**src/rtl/mulu_x3y3_ctl.sv**
```systemverilog
// Purpose : sequences operand pairs into the 3x3 unsigned multiplier and registers its product.
// Latency : 2 cycles from accept to out_valid with mul_rdy high; RDY_TIMEOUT+1 on timeout.
// Backpressure: one operation in flight; in_ready low outside IDLE, result held until out_ready.
//
// Ports:
//   clk, rst_n            - clock, synchronous active-low reset
//   in_valid/in_ready     - operand handshake, in_data = {y, x}
//   mul_x, mul_y, mul_p   - operands to / product from the external multiplier
//   mul_rdy               - multiplier result valid (tie high for a combinational multiplier)
//   out_valid/out_ready   - result handshake, out_data = product (or running sum)
//   err                   - sticky flag, set when mul_rdy never arrived within RDY_TIMEOUT cycles
//   acc_clr               - accumulator clear, only when MULU_ACC_EN is defined
//
// Build option: define MULU_ACC_EN to add the product accumulator and the acc_clr port.

module mulu_x3y3_ctl #(
  parameter int X_WIDTH     = 3,
  parameter int Y_WIDTH     = 3,
  parameter int P_WIDTH     = X_WIDTH + Y_WIDTH,
  parameter int ACC_WIDTH   = P_WIDTH + 2,
  parameter int RDY_TIMEOUT = 15
) (
  input  logic                       clk,
  input  logic                       rst_n,
  input  logic                       in_valid,
  output logic                       in_ready,
  input  logic [X_WIDTH+Y_WIDTH-1:0] in_data,
  output logic [X_WIDTH-1:0]         mul_x,
  output logic [Y_WIDTH-1:0]         mul_y,
  input  logic [P_WIDTH-1:0]         mul_p,
  input  logic                       mul_rdy,
  output logic                       out_valid,
  input  logic                       out_ready,
  output logic [ACC_WIDTH-1:0]       out_data,
  output logic                       err
`ifdef MULU_ACC_EN
  ,
  input  logic                       acc_clr
`endif
);

  // Counter only has to reach RDY_TIMEOUT-1.
  localparam int CNT_W = (RDY_TIMEOUT > 1) ? $clog2(RDY_TIMEOUT) : 1;

  typedef enum logic [1:0] {
    IDLE = 2'd0,
    CALC = 2'd1,
    DONE = 2'd2
  } state_t;

  state_t               state_q;
  state_t               state_d;

  logic [X_WIDTH-1:0]   x_q;
  logic [Y_WIDTH-1:0]   y_q;
  logic [CNT_W-1:0]     cnt_q;
  logic [ACC_WIDTH-1:0] res_q;
  logic                 err_q;

  logic                 accept;
  logic                 capture;
  logic                 timeout;
  logic [ACC_WIDTH-1:0] prod_ext;
  logic [ACC_WIDTH-1:0] cap_val;
  logic [ACC_WIDTH-1:0] to_val;

  assign accept   = in_valid && in_ready;
  assign capture  = (state_q == CALC) && mul_rdy;
  // mul_rdy wins over the timeout if both land in the same cycle.
  assign timeout  = (state_q == CALC) && !mul_rdy &&
                    (cnt_q == CNT_W'(RDY_TIMEOUT - 1));
  assign prod_ext = ACC_WIDTH'(mul_p);

  // ---------------------------------------------------------------- FSM
  always_ff @(posedge clk) begin
    if (!rst_n) begin
      state_q <= IDLE;
    end else begin
      state_q <= state_d;
    end
  end

  always_comb begin
    state_d = state_q;
    case (state_q)
      IDLE:    if (accept) state_d = CALC;
      CALC:    if (capture || timeout) state_d = DONE;
      DONE:    if (out_ready) state_d = IDLE;
      default: state_d = IDLE;
    endcase
  end

  always_comb begin
    in_ready  = 1'b0;
    out_valid = 1'b0;
    case (state_q)
      IDLE:    in_ready  = 1'b1;
      DONE:    out_valid = 1'b1;
      default: ;
    endcase
  end

  // ---------------------------------------------------------------- result selection
`ifdef MULU_ACC_EN
  logic [ACC_WIDTH-1:0] acc_q;
  logic [ACC_WIDTH-1:0] acc_base;

  // A clear coinciding with a capture restarts the sum from this product.
  assign acc_base = acc_clr ? '0 : acc_q;
  assign cap_val  = acc_base + prod_ext;   // wraps modulo 2^ACC_WIDTH
  assign to_val   = acc_base;              // a timeout contributes nothing

  always_ff @(posedge clk) begin
    if (!rst_n) begin
      acc_q <= '0;
    end else if (capture) begin
      acc_q <= cap_val;
    end else if (acc_clr) begin
      acc_q <= '0;
    end
  end
`else
  assign cap_val = prod_ext;
  assign to_val  = '0;
`endif

  // ---------------------------------------------------------------- datapath
  always_ff @(posedge clk) begin
    if (!rst_n) begin
      x_q   <= '0;
      y_q   <= '0;
      cnt_q <= '0;
      res_q <= '0;
      err_q <= 1'b0;
    end else begin
      if (accept) begin
        x_q   <= in_data[X_WIDTH-1:0];
        y_q   <= in_data[X_WIDTH+Y_WIDTH-1:X_WIDTH];
        cnt_q <= '0;
      end else if ((state_q == CALC) && !mul_rdy && !timeout) begin
        cnt_q <= cnt_q + CNT_W'(1);
      end

      // out_data only moves on a capture or timeout; it survives the return to IDLE.
      if (capture) begin
        res_q <= cap_val;
      end else if (timeout) begin
        res_q <= to_val;
      end

      if (timeout) begin
        err_q <= 1'b1;
      end
    end
  end

  assign mul_x    = x_q;
  assign mul_y    = y_q;
  assign out_data = res_q;
  assign err      = err_q;

endmodule
```
**config.mk**
```make
export PLATFORM = sky130hd
export DESIGN_NAME = mulu_x3y3_ctl
export DESIGN_NICKNAME = d
export VERILOG_FILES = /design/src/rtl/mulu_x3y3_ctl.sv
export SDC_FILE = /design/constraint.sdc
export NUM_CORES = 1
export LEC_CHECK = 0
export CAP_MARGIN = 20
export CELL_PAD_IN_SITES_DETAIL_PLACEMENT = 0
export CELL_PAD_IN_SITES_GLOBAL_PLACEMENT = 1
export CORE_UTILIZATION = 30
export CTS_CLUSTER_DIAMETER = 80
export CTS_CLUSTER_SIZE = 40
export DETAILED_ROUTE_END_ITERATION = 8
export PLACE_DENSITY = 0.77
export SYNTH_ARGS = -nofsm -noshare
export SYNTH_HDL_FRONTEND = slang
export SYNTH_SLANG_ARGS = --single-unit
```
**constraint.sdc**
```tcl
create_clock -name clk -period 2.38 [get_ports clk]
set_input_delay 0.238 -clock clk [delete_from_list [all_inputs] [get_ports clk]]
set_output_delay 0.238 -clock clk [all_outputs]
set_load 0.1 [all_outputs]
```
==> results.cfg, run 1 <==
[status]
status = completed

[pwr]
p_leak_nw = 0.468
powerDensity_nw_per_um2 = 640
vdd.ir_drop.worst_v = 0.000367

[cts]
post-cts-setup-buffers = 0
cts_htree_levels = 1
cts.reportedPaths.clkPinSlew_ns = 0.11
clock_latency_ns = 0.30
cts_made_buffers = 3
cts_buffer_depth = 2
cts_tree = done
clock-sinks = 19
cts_resized = 0
postCtsHoldBufs = 0
cts_root_buf = clkbuf_4

[layout]
drive_above_1_share_pct = 19.5
antenna_cells = 0
area_growth_syn_to_layout_pct = 40.9
final_util_pct = 44.9
fin_cells = 143
finalNetCount = 133
design_area_sq_um = 1110

[placement]
place_congestion = 0.802
place_area_sq_um = 1080
place_hpwl_um = 1210
io_buffer_count = 31
dp_cells = 139

[die]
die_height_um = 53.3
core_sq_um = 2480
start_util_pct = 31.9
num_rows = 18
die_x_um = 53.3
dieArea_sq_um = 2840
io_pins = 34

[critical_path]
cp-start-kind = flop
cp.required_ns = 2.63
worstSetupPathType = reg -> reg
cp_data_arrival_time_ns = 1.85
cp_max_fo = 7
crit_path_end_kind = flop

[route]
first_pass_iters = 4
routed_via_density = 4.88
drt_iter0_markers = 5
antenna_left = 0
num_vias = 698
drt_wl_total_um = 1630
drc = 0
detail_route.wl_per_cell_um = 11.4

[grt]
grt-ovfl-total = 0
grt_max_degree = 14
grt_first_pass_wirelength_um = 2570
antenna_found_initial = 0
gr-usage-all-layers_pct = 12.7
grt_pass1_vias = 568

[timing]
fin_crit_ns = 1.60
hold_violations = 0
hold_ws_ns = 0.484
rsz0062_at_grt = false
relSlewSlack_pct = 61.1
timing.fmax_mhz = 627
tightest_slew_ns = 0.581
finClkSkew_ns = 0.000763
tns_ns = 0
setup-violations-final = 0
slew_viol_final = 0
fin_crit_sh_pct = 67.0

[synthesis]
synth-seq-cells = 19
ys_types = 29
synth_ff_type = dfxtp_1
synth_seq_area_share_pct = 48.2
yosysWarnings = 0
synth-edff-count = 0
synthArstFlopShare_pct = 0
syn_area_sq_um = 790
synth.avg_cell_area_sq_um = 9.75
postSynthCellCount = 81

[flow_run]
maxCapViolations = 0

[min_path]
min-delay-path-class = reg -> reg
==> path summary, 6_finish.rpt <==
check                         from                       end  slack [ns]  depth (start not counted)
max reg2reg  cnt_q[0]$_SDFFE_PP0P_  out_data[0]$_SDFFE_PN0P_        0.78                          5
min reg2reg       err$_SDFFE_PN0P_          err$_SDFFE_PN0P_        0.48                          2
max          cnt_q[0]$_SDFFE_PP0P_  out_data[0]$_SDFFE_PN0P_        0.78                          5
min               err$_SDFFE_PN0P_          err$_SDFFE_PN0P_        0.48                          2
==> synthesized netlist by cell type, drive strengths merged, types with 2 or more instances <==
cell,instances,share of area [%]
dfxtp,19,48
nor2,8,3.8
ha,2,3.2
or3b,2,2.2
a32o,6,7.6
clkbuf,2,0.95
nor3b,2,2.5
buf,3,2.4
and3,2,1.6
nand2,5,2.4
o21ai,3,1.9
mux2i,6,7.6
nand3,3,1.9
inv,2,0.95
nor2b,3,2.4
a21oi,4,2.5
==> critical path: stages, from the launching register on <==
cell and delay [ns]:
dfxtp_1 0.39, inv_1 0.07, ha_1 0.20, and3_1 0.23, o21ai_1 0.42, a32o_1 0.23
==> cells in the final DEF (no fill, tap or decap), types with 2 or more instances in the layout <==
| master | netlist | final |
|---|---|---|
| buf_4 | 2 | 16 |
| nand3_1 | 3 | 3 |
| conb_1 | 1 | 2 |
| nor2b_1 | 3 | 3 |
| a32o_1 | 6 | 6 |
| mux2i_1 | 6 | 6 |
| nand2_1 | 5 | 5 |
| a21oi_1 | 4 | 4 |
| and3_1 | 2 | 2 |
| dfxtp_1 | 19 | 19 |
| ha_1 | 2 | 2 |
| clkdlybuf4s50_1 | 0 | 16 |
| nor2_1 | 8 | 8 |
| inv_1 | 2 | 2 |
| o21ai_0 | 2 | 2 |
| clkbuf_4 | 0 | 3 |
==> per-layer routing <==
layer	global-route usage, %	up-vias	wire (um)
met5	0	-	0
met2	19.0	22	793
met3	3.74	4	107
li1	-	352	-
met4	6.58	0	26
met1	16.3	320	702
==> area by class of cell <==
type	instances	area (sq um)
Timing Repair Buffer	32	280
Clock buffer	3	22.5
Clock inverter	1	5.00
Inverter	2	7.51
Tap cell	30	37.5
Multi-Input combinational cell	56	379
Fill cell	258	1370
Sequential cell	19	380
==> state kept, by name, indices dropped and copies added, names as in the netlist <==
name	flops
err	1
cnt_q	4
out_data	6
mul_x	3
state_q	2
mul_y	3
==> metrics by stage <==
step,setup WS [ns],total power [mW]
4_1_cts,0.778,0.720
3_5_place_dp,0.652,0.554
3_3_place_gp,0.667,0.553
5_1_grt,0.700,0.752
2_1_floorplan,0.529,0.499
6_report,0.785,0.712
==> where the power goes <==
group          switching, mW  internal, mW  leakage, nW
logic                  0.144        0.0598        0.295
clock network          0.103        0.0627       0.0177
registers            0.00998         0.332        0.155
total                  0.258         0.454        0.468
==> cell families (layout without fill, tap and decap cells) <==
logic type	after synthesis	count (layout)	share of synthesized area (%)
AND/OR/NAND/NOR	29	29	20.3
flip-flops	19	19	48.2
AO/OA/AOI/OAI	17	17	16.0
buffers and inverters	7	38	4.28
multiplexers	6	6	7.61
adder cells (fa/ha/maj)	2	2	3.17
other	1	2	0.475
Power figures use the tool's default switching activity.
==> run 2, diff against run 1 <==
CORE_UTILIZATION = 29   (was 30)
PLACE_DENSITY = 0.75   (was 0.77)
clock period = 1.6 ns   (was 2.38 ns; I/O delays follow)
==> run 2 against run 1 <==
Net effect: final cell count is 4.2% higher; highest routed layer is now met3; fmax is 8.5% higher; first-iteration DRC count grew to 2.8 times the previous value; sequential share of layout area is 5.9 points lower; via count is 5.2% higher; clock-buffer cell count is 1 higher.
==> results.cfg, run 2 (same netlist as run 1, synthesis figures left out) <==
[status]
status = completed

[layout]
drive_above_1_share_pct = 23.5
mostFrequentLayoutCells = dfxtp_1 (19), clkdlybuf4s50_1 (16), buf_12 (15), nor2_1 (7), buf_4 (7)
area_growth_syn_to_layout_pct = 70.5
final_common_cell = dfxtp_1
antenna_cells = 0
fillers = 232
largest_reg_flops = 6
finalNetCount = 139

[min_path]
min-delay-path-class = in -> reg

[critical_path]
ff2ff_path_depth = 5
cp.required_ns = 1.77
crit_family = compound AO/OA/AOI/OAI gates
path_cells = inv_1 -> ha_1 -> and3_1 -> o21ai_0 -> o221ai_1
cp_data_arrival_time_ns = 1.64
cp-start-kind = flop
r2r-start = cnt_q[0]$_SDFFE_PP0P_
startpoint = cnt_q[0]$_SDFFE_PP0P_
path_depth = 5
cp_max_fo = 5
max_stage_delay_ns = 0.40
critPathCapture = cnt_q[3]$_SDFFE_PP0P_
worstSetupPathType = reg -> reg
critPathBufInv = 1
rrSetupSlack_ns = 0.13
slowest_stage = dfxtp_1
r2r-end = cnt_q[3]$_SDFFE_PP0P_
crit_path_end_kind = flop

[timing]
hold_violations = 0
fin_crit_sh_pct = 91.9
setup-violations-final = 0
timing.fmax_mhz = 680
slew_viol_final = 0
finClkSkew_ns = 0.000685
rsz0062_at_grt = false
fin_crit_ns = 1.47
postLayoutSetupSlackWorst_ns = 0.130
hold_ws_ns = 0.456

[grt]
grt_max_degree = 14
antenna_found_initial = 0
gr-usage-all-layers_pct = 14.1
grt_pass1_vias = 717
grt-ovfl-total = 0
grt_first_pass_wirelength_um = 2970

[pwr]
powerDensity_nw_per_um2 = 836
p_leak_nw = 0.542
vdd.ir_drop.worst_v = 0.000755

[route]
routed_via_density = 4.93
first_pass_iters = 4
antenna_left = 0
num_vias = 734
detail_route.wl_per_cell_um = 11.9
drt_wl_total_um = 1770
drc = 0
drt_iter0_markers = 14

[cts]
cts_tree = done
post-cts-setup-buffers = 0
cts_made_buffers = 3
cts_resized = 0
cts_buffer_depth = 2
clock_latency_ns = 0.29
cts_root_buf = clkbuf_4
postCtsHoldBufs = 0
cts_htree_levels = 1
cts.reportedPaths.clkPinSlew_ns = 0.10
clock-sinks = 19

[die]
num_rows = 18
dieArea_sq_um = 2930
core_sq_um = 2520
die_x_um = 54.2
io_pins = 34
start_util_pct = 31.3
die_height_um = 54.2

[placement]
place_congestion = 0.828
io_buffer_count = 31
place_hpwl_um = 1400
pre_cts_ws_ns = -0.0214

[flow_run]
maxCapViolations = 0
-- run 2: cell types whose count changed in the layout (fill, tap and decap cells not counted), sizes merged --
cell / previous run / this run
clkbuf: 3 / 4
buf: 16 / 22
clkinv: 1 / 0
-- run 2: layout make-up --
type	instances	area (sq um)	area share, %
Clock buffer	4	26.3	1.95
Sequential cell	19	380	28.3
Timing Repair Buffer	38	513	38.1
Multi-Input combinational cell	56	382	28.3
Tap cell	30	37.5	2.79
Inverter	2	7.51	0.558
-- run 2: how the worst min path moves through the flow --
stage	startpoint	slack (ns)	to	cells past startpoint
4_1_cts	mul_p[4]	0.45	out_data[4]$_SDFFE_PN0P_	2
6_report	mul_p[4]	0.46	out_data[4]$_SDFFE_PN0P_	2
3_5_place_dp	cnt_q[2]$_SDFFE_PP0P_	0.52	cnt_q[2]$_SDFFE_PP0P_	2
5_1_grt	mul_p[2]	0.46	out_data[2]$_SDFFE_PN0P_	2
3_3_place_gp	cnt_q[0]$_SDFFE_PP0P_	0.50	cnt_q[0]$_SDFFE_PP0P_	2
2_1_floorplan	mul_p[0]	0.29	out_data[0]$_SDFFE_PN0P_	1
-- run 2: through the flow --
| step | std cells | total power [mW] | util (%) | cell area, sq um | setup TNS [ns] |
|---|---|---|---|---|---|
| after global placement | 145 | 0.898 | 52.3 | 1320 | -0.00822 |
| after global routing | 149 | 1.18 | 53.4 | 1350 | 0 |
| after floorplan | 82 | 0.744 | - | 796 | 0 |
| final | 149 | 1.13 | 53.4 | 1350 | 0 |
| after CTS | 149 | 1.14 | 53.4 | 1350 | 0 |
| after detailed placement | 145 | 0.901 | 52.3 | 1320 | -0.0214 |
-- run 2: report_power, final --
part	switching, mW	total [mW]	internal, mW	leakage, nW
Clock	0.140	0.237	0.0969	0.0150
Sequential	0.0219	0.516	0.494	0.155
Combinational	0.223	0.373	0.150	0.372
-- run 2: layer usage --
| layer | global-route usage (%) | wire length, um | vias to the layer above |
|---|---|---|---|
| met5 | 0 | 0 | - |
| met4 | 2.56 | 0 | 0 |
| met3 | 6.50 | 134 | 0 |
| met2 | 23.6 | 917 | 26 |
| met1 | 16.6 | 723 | 345 |
| li1 | - | - | 363 |
==> run 3, diff against run 2 <==
SETUP_SLACK_MARGIN = 0.1   (was default)
==> run 3 against run 2 <==
Net effect: non-clock buffer count is the same; highest routed layer unchanged; clock skew about the same; worst setup slack improved by 0.049 ns; global-route usage is the same.
==> results.cfg, run 3 (same netlist as run 1, synthesis figures left out) <==
[layout]
finalNetCount = 139
fin_cells = 149
final_common_cell = dfxtp_1
antenna_cells = 0
design_area_sq_um = 1350
area_growth_syn_to_layout_pct = 70.8
largest_reg_flops = 6
mostFrequentLayoutCells = dfxtp_1 (17), clkdlybuf4s50_1 (16), buf_12 (15), nor2_1 (7), buf_4 (7)
final_util_pct = 53.5
drive_above_1_share_pct = 25.2

[critical_path]
cp_max_fo = 7
crit_path_end_kind = flop
slowest_stage = or4_1
path_depth = 3
critPathBufInv = 0
critPathCapture = cnt_q[3]$_SDFFE_PP0P_
ff2ff_path_depth = 3
cp_data_arrival_time_ns = 1.64
max_stage_delay_ns = 0.48
r2r-start = state_q[1]$_SDFFE_PN0P_
rrSetupSlack_ns = 0.18
startpoint = state_q[1]$_SDFFE_PN0P_
path_cells = or3b_1 -> or4_1 -> o221ai_1
cp-start-kind = flop
worstSetupPathType = reg -> reg
r2r-end = cnt_q[3]$_SDFFE_PP0P_
crit_family = simple AND/OR/NAND/NOR gates
cp.required_ns = 1.82

[status]
status = completed

[route]
drt_wl_total_um = 1770
detail_route.wl_per_cell_um = 11.9
num_vias = 729
routed_via_density = 4.89
drc = 0
drt_iter0_markers = 13
antenna_left = 0
first_pass_iters = 4

[timing]
tns_ns = 0
hold_violations = 0
fin_crit_ns = 1.42
timing.fmax_mhz = 704
rsz0062_at_grt = false
setup-violations-final = 0
fin_crit_sh_pct = 88.8
slew_viol_final = 0
hold_ws_ns = 0.455
finClkSkew_ns = 0.000693

[placement]
dp_cells = 145
place_area_sq_um = 1320
place_congestion = 0.828
io_buffer_count = 31
place_hpwl_um = 1400

[pwr]
p_leak_nw = 0.543
powerDensity_nw_per_um2 = 836
vdd.ir_drop.worst_v = 0.000756

[die]
io_pins = 34
die_x_um = 54.2
num_rows = 18
dieArea_sq_um = 2930
start_util_pct = 31.3
die_height_um = 54.2
core_sq_um = 2520

[cts]
cts_tree = done
cts.reportedPaths.clkPinSlew_ns = 0.10
postCtsHoldBufs = 0
clock-sinks = 19
cts_root_buf = clkbuf_4
cts_made_buffers = 3
cts_buffer_depth = 2
post-cts-setup-buffers = 0
cts_htree_levels = 1
clock_latency_ns = 0.29

[grt]
grt_pass1_vias = 717
antenna_found_initial = 0
gr-usage-all-layers_pct = 14.1
grt_max_degree = 14
grt-ovfl-total = 0
grt_first_pass_wirelength_um = 2970

[flow_run]
maxCapViolations = 0

[min_path]
min-delay-path-class = in -> reg
[run 3: per-layer routing]
metal	global-route usage, %	up-vias	share of wire, %
li1	-	365	-
met1	16.6	340	42
met2	23.6	24	52
met3	6.50	0	6.9
met4	2.56	0	0
met5	0	-	0
[run 3: area by class of cell]
| type | count | area, sq um |
|---|---|---|
| tap | 30 | 37.5 |
| clock buffer | 4 | 26.3 |
| fill | 231 | 1170 |
| inverter | 2 | 7.51 |
| multi-input combinational | 56 | 382 |
| sequential | 19 | 383 |
| timing repair buffer | 38 | 513 |
[run 3: what timing repair did]
item / CTS / global route
resized for setup: 0 / 3
endpoints found under the hold margin: 0 / 0
setup endpoints to repair: 0 / 9
[run 3: report_power, final]
part           switching (mW)  total (mW)  internal, mW
logic                   0.223       0.373         0.150
clock network           0.141       0.238        0.0970
registers              0.0219       0.516         0.494
total                   0.386        1.13         0.741
[run 3: worst min path at each step]
stage               slack, ns                        to                   from  depth (start not counted)
floorplan                0.29  out_data[0]$_SDFFE_PN0P_               mul_p[0]                          1
global placement         0.50     cnt_q[0]$_SDFFE_PP0P_  cnt_q[0]$_SDFFE_PP0P_                          2
detailed placement       0.52     cnt_q[2]$_SDFFE_PP0P_  cnt_q[2]$_SDFFE_PP0P_                          2
CTS                      0.45  out_data[4]$_SDFFE_PN0P_               mul_p[4]                          2
global route             0.46  out_data[2]$_SDFFE_PN0P_               mul_p[2]                          2
finish                   0.45  out_data[4]$_SDFFE_PN0P_               mul_p[4]                          2
[run 3: through the flow]
stage	power (mW)	setup slack, ns
global route	1.18	0.102
global placement	0.898	-0.00822
finish	1.13	0.179
floorplan	0.744	0.130
CTS	1.14	0.131
detailed placement	0.901	-0.0214
[run 3: worst reg2reg max path, cell delays in order (launching register included)]
cell      delay, ns
dfxtp_2        0.37
or3b_1         0.43
or4_1          0.48
o221ai_1       0.08
==> patch 1, RTL diff (flow settings as in run 2) <==
The option `MULU_ACC_EN` is turned on by a define.
--- a/src/rtl/mulu_x3y3_ctl.sv
+++ b/src/rtl/mulu_x3y3_ctl.sv
@@ -13,4 +13,6 @@
 //
 // Build option: define MULU_ACC_EN to add the product accumulator and the acc_clr port.
+
+`define MULU_ACC_EN
 
 module mulu_x3y3_ctl #(
Ports: changed (added acc_clr); port bits go from 34 to 35. The function was not compared with the original's and may differ.
==> patch 1 against run 2 <==
- the run now ends with setup timing left
- utilization down 1.4 points
- total power up 69%
- routed wire length up 100%
- synthesized area up 87%
- worst setup slack worse by 0.33 ns
- synthesized cell count up 100%
- via count up 80%
- hold slack worse by 0.014 ns
- clock skew up 0.0028 ns
- cell area up 86%
- sequential cell count up 10
==> patch 1: results (changes against run 2) <==
| Metric | Value |
|---|---|
| Setup ws final | -0.1992 ns (-0.3292 ns) |
| Fillers | 473 (+100%) |
| Post-Synth XOR/XNOR Area | 0.04153 (+0.04153) |
| Hold Path Origin | in_data[4] |
| Worst r2r src | acc_q[0] |
| Via density | 4.433 (-10%) |
| Share of cells above drive strength 1 | 0.3853 (+0.1500) |
| Largest net degree at the start of global routing | 12 (-2) |
| DRT Wirelength | 3627 um (+100%) |
| Worst R2R Path Depth | 9 (+4) |
| Port bufs | 34 (+9.7%) |
| Post-synthesis sequential area ratio | 0.3932 (-0.08855) |
| CTS clk-pin slew, worst paths | 0.06 ns (-0.04 ns) |
| CP max FO | 2 (-3) |
| H-tree Lvls | 2 (+1) |
| Yosys cell types | 40 (+38%) |
| Worst vdd ir | 0.0003118 V (-59%) |
| M2 GR Usage | 0.2305 (-0.005320) |
| GRT Util Overall | 0.1429 (+0.001579) |
| Starting DRT DRC Count | 36 (+22) |
| Status | complete, but fails checks |
| Mux share of post-synthesis cell area | 0.03051 (-0.04556) |
| Vias in the first global route | 1,246 (+74%) |
| Root buf cell | clkbuf_8 |
| Dpl cell area | 2280 um^2 (+73%) |
| Post-DP HPWL | 2563 um (+82%) |
| Initial Utilization | 0.3065 (-0.006502) |
| Compound-cell area share of the yosys netlist | 0.1898 (+0.02977) |
| Setup Viol. Count Final | 11 (+11) |
| CP max stage delay | 0.33 ns (-0.07 ns) |
| Synth area leaders | dfxtp_1 39%, ha_1 6.8%, nand2_1 4.8% |
| Max Clock Skew | 0.003459 ns (+0.002775 ns) |
| Arr. time, crit path | 1.96 ns (+0.32 ns) |
| First-pass GRT wire length | 5651 um (+90%) |
| Hold Path Cell Cnt | 3 (+1) |
| Gpl congestion | 0.7529 (-9.1%) |
| Failing checks | setup timing |
| GR Layer Usage met1 | 0.1776 (+0.01179) |
patch 1: repair_timing:
| item | CTS | global route |
|---|---|---|
| setup buffers | 3 | 3 |
| pin swaps | 13 | 7 |
| setup endpoints to repair | 13 | 14 |
| gates resized for setup | 9 | 13 |
| hold endpoints to repair | 0 | 0 |
patch 1: final cells by class:
cell class / instances / area [um^2] / area share
clock buffers: 7 / 86.33 / 0.03447
inverters: 4 / 15.01 / 0.005994
multi-input cells: 124 / 980.9 / 0.3916
flip-flops and latches: 29 / 581.8 / 0.2323
well taps: 67 / 83.83 / 0.03347
repair buffers: 67 / 757.0 / 0.3022
patch 1: path summary, 6_finish.rpt:
path                               endpoint  slack [ns]
worst min-delay path               mul_y[1]        0.44
worst max register to register  out_data[4]       -0.20
worst max-delay path            out_data[4]       -0.20
worst min register to register     mul_y[1]        0.50
patch 1: power by group through the flow:
stage / sequential, mW / combinational [mW] / clock (mW)
after global routing: 0.780 / 0.546 / 0.664
after detailed placement: 0.793 / 0.501 / 0
final: 0.777 / 0.517 / 0.608
after floorplan: 0.929 / 0.149 / 0
after CTS: 0.778 / 0.510 / 0.626
after global placement: 0.793 / 0.500 / 0
patch 1: through the flow:
stage | setup WS, ns | std cells | utilization
floorplan | -0.09665 | 163 | -
global placement | -0.6189 | 285 | 0.4732
detailed placement | -0.6430 | 285 | 0.4732
CTS | -0.2006 | 295 | 0.5036
global route | -0.3282 | 298 | 0.5200
finish | -0.1992 | 298 | 0.5200
patch 1: per-layer routing:
layer	part of all wire	vias up
met5	0	-
met4	0.0094	0
met3	0.039	2
met2	0.48	26
met1	0.47	600
li1	-	693
==> patch 2, RTL diff (config.mk and constraints of run 2) <==
Made on the original files. Register the output `err` once more, with the module's reset; this adds one clock of latency there. The other outputs are not delayed to match. Comments in the files are not updated.
--- a/src/rtl/mulu_x3y3_ctl.sv
+++ b/src/rtl/mulu_x3y3_ctl.sv
@@ -158,5 +158,11 @@
   assign mul_y    = y_q;
   assign out_data = res_q;
-  assign err      = err_q;
+  always_ff @(posedge clk) begin
+    if (!rst_n) begin
+      err <= '0;
+    end else begin
+      err <= err_q;
+    end
+  end
 
 endmodule
Formal check against the unedited RTL: no difference found for any inputs over 10 cycles, from zero or initial values and one cycle with rst_n low; that may be too few to reach the edited logic, so the function may still have changed.
==> patch 2 against run 2 <==
- routed wire length increased by 5.6%
- cell area increased by 1.7%
- sequential cell count increased by 1
- utilization decreased by 0.059 points
- first-iteration DRC count decreased by 71%
- largest cell class unchanged
- maximum frequency increased by 0.95%
- synthesized area increased by 3.3%
- total power increased by 1.6%
- count of clock-buffer cells in the layout decreased by 1
- worst setup slack improved by 0.014 ns
- sequential share of layout area increased by 1.0 points
- clock power decreased by 3%
==> patch 2: results (changes against run 2) <==
| Metric | Value |
|---|---|
| First-pass GRT wire length | 3022 um (+1.9%) |
| Slowest-stage cell, CP | or4_1 |
| Arr. time, crit path | 1.68 ns (+0.04 ns) |
| Yosys cell types | 30 (+3.4%) |
| Met1 WL | 786 um (+8.7%) |
| Routed length on met3 | 148 um (+10%) |
| Vias in the first global route | 698 (-2.6%) |
| Post-synthesis sequential area ratio | 0.4908 (+0.009023) |
| Post-DP HPWL | 1523 um (+8.5%) |
| Gpl congestion | 0.8595 (+3.8%) |
| Commonest cells post-synth | 20 x dfxtp_1, 8 x nor2_1, 6 x a32o_1, 6 x mux2i_1, 5 x nand2_1 |
| Share of cells above drive strength 1 | 0.2333 (-0.001961) |
| Finished Layout Cells | 150 (+0.67%) |
| LEAKAGE | 0.5524 nW (+1.9%) |
| DRT Wirelength | 1874 um (+5.6%) |
| GRT Util Overall | 0.1461 (+0.004744) |
| Mapped Avg Cell Area | 9.829 um^2 (+0.84%) |
| Top sig layer | met4 |
| Largest net degree at the start of global routing | 15 (+1) |
| Detailed Routing Iterations Pass 1 | 3 (-1) |
| Setup crit start | state_q[1] |
| Status | finished clean |
| Worst vdd ir | 0.0005477 V (-27%) |
| Via density | 4.887 (-0.80%) |
| Max Clock Skew | 0.001081 ns (+0.0003963 ns) |
| Fillers | 235 (+1.3%) |
| Hold Path Origin | mul_p[2] |
## patch 2: final timing paths
path	to	slack, ns	cells after the start
setup / recovery	cnt_q[3]	0.14	3
hold / removal	out_data[2]	0.45	2
setup reg to reg	cnt_q[3]	0.14	3
hold reg to reg	err	0.49	1
## patch 2: layout make-up
class                      count  share of cell area
sequential                    20              0.2925
timing repair buffer          38              0.3748
tap                           30             0.02742
clock buffer                   3             0.01645
multi-input combinational     57              0.2834
inverter                       2            0.005484
## patch 2: routing by layer
| metal | vias to the layer above | GRT usage |
|---|---|---|
| met5 | - | 0 |
| li1 | 373 | - |
| met2 | 22 | 0.2390 |
| met1 | 333 | 0.1532 |
| met3 | 5 | 0.08197 |
| met4 | 0 | 0.06250 |
## patch 2: per-stage QoR
step	util	power [mW]	instance area [um^2]	setup WS [ns]
after floorplan	-	0.7694	822.0	0.1300
after global placement	0.5244	0.9247	1346	-0.001614
after detailed placement	0.5244	0.9281	1346	-0.02698
after CTS	0.5331	1.163	1369	0.1139
after global routing	0.5331	1.200	1369	0.06805
final	0.5331	1.143	1369	0.1439
## patch 2: what timing repair did
action	4_1_cts	5_1_grt
setup endpoints to repair	0	2
setup buffers	0	0
gates resized for setup	0	1
## patch 2: kinds of logic (layout without fill, tap and decap cells)
kind of cell               after synthesis  in the layout  synth area share
buffers and inverters                    7             43           0.04141
adders and majority gates                2              2           0.03067
and+or+nand+nor                         30             30            0.2040
muxes                                    6              6           0.07362
AOI/OAI and AO/OA                       17             17            0.1549
DFF                                     20             20            0.4908
other                                    1              2          0.004597
## patch 2: worst max-delay path: cells and delay by family, from the launching register on
family | cells | cell delay (ns)
flops | 1 | 0.39
simple gates | 2 | 0.92
compound gates | 1 | 0.08
## patch 2: power breakdown
part	leakage, nW	internal [mW]	switching (mW)
registers	0.163	0.519	0.0221
logic	0.376	0.150	0.224
clock network	0.0138	0.0877	0.141
total	0.552	0.756	0.387
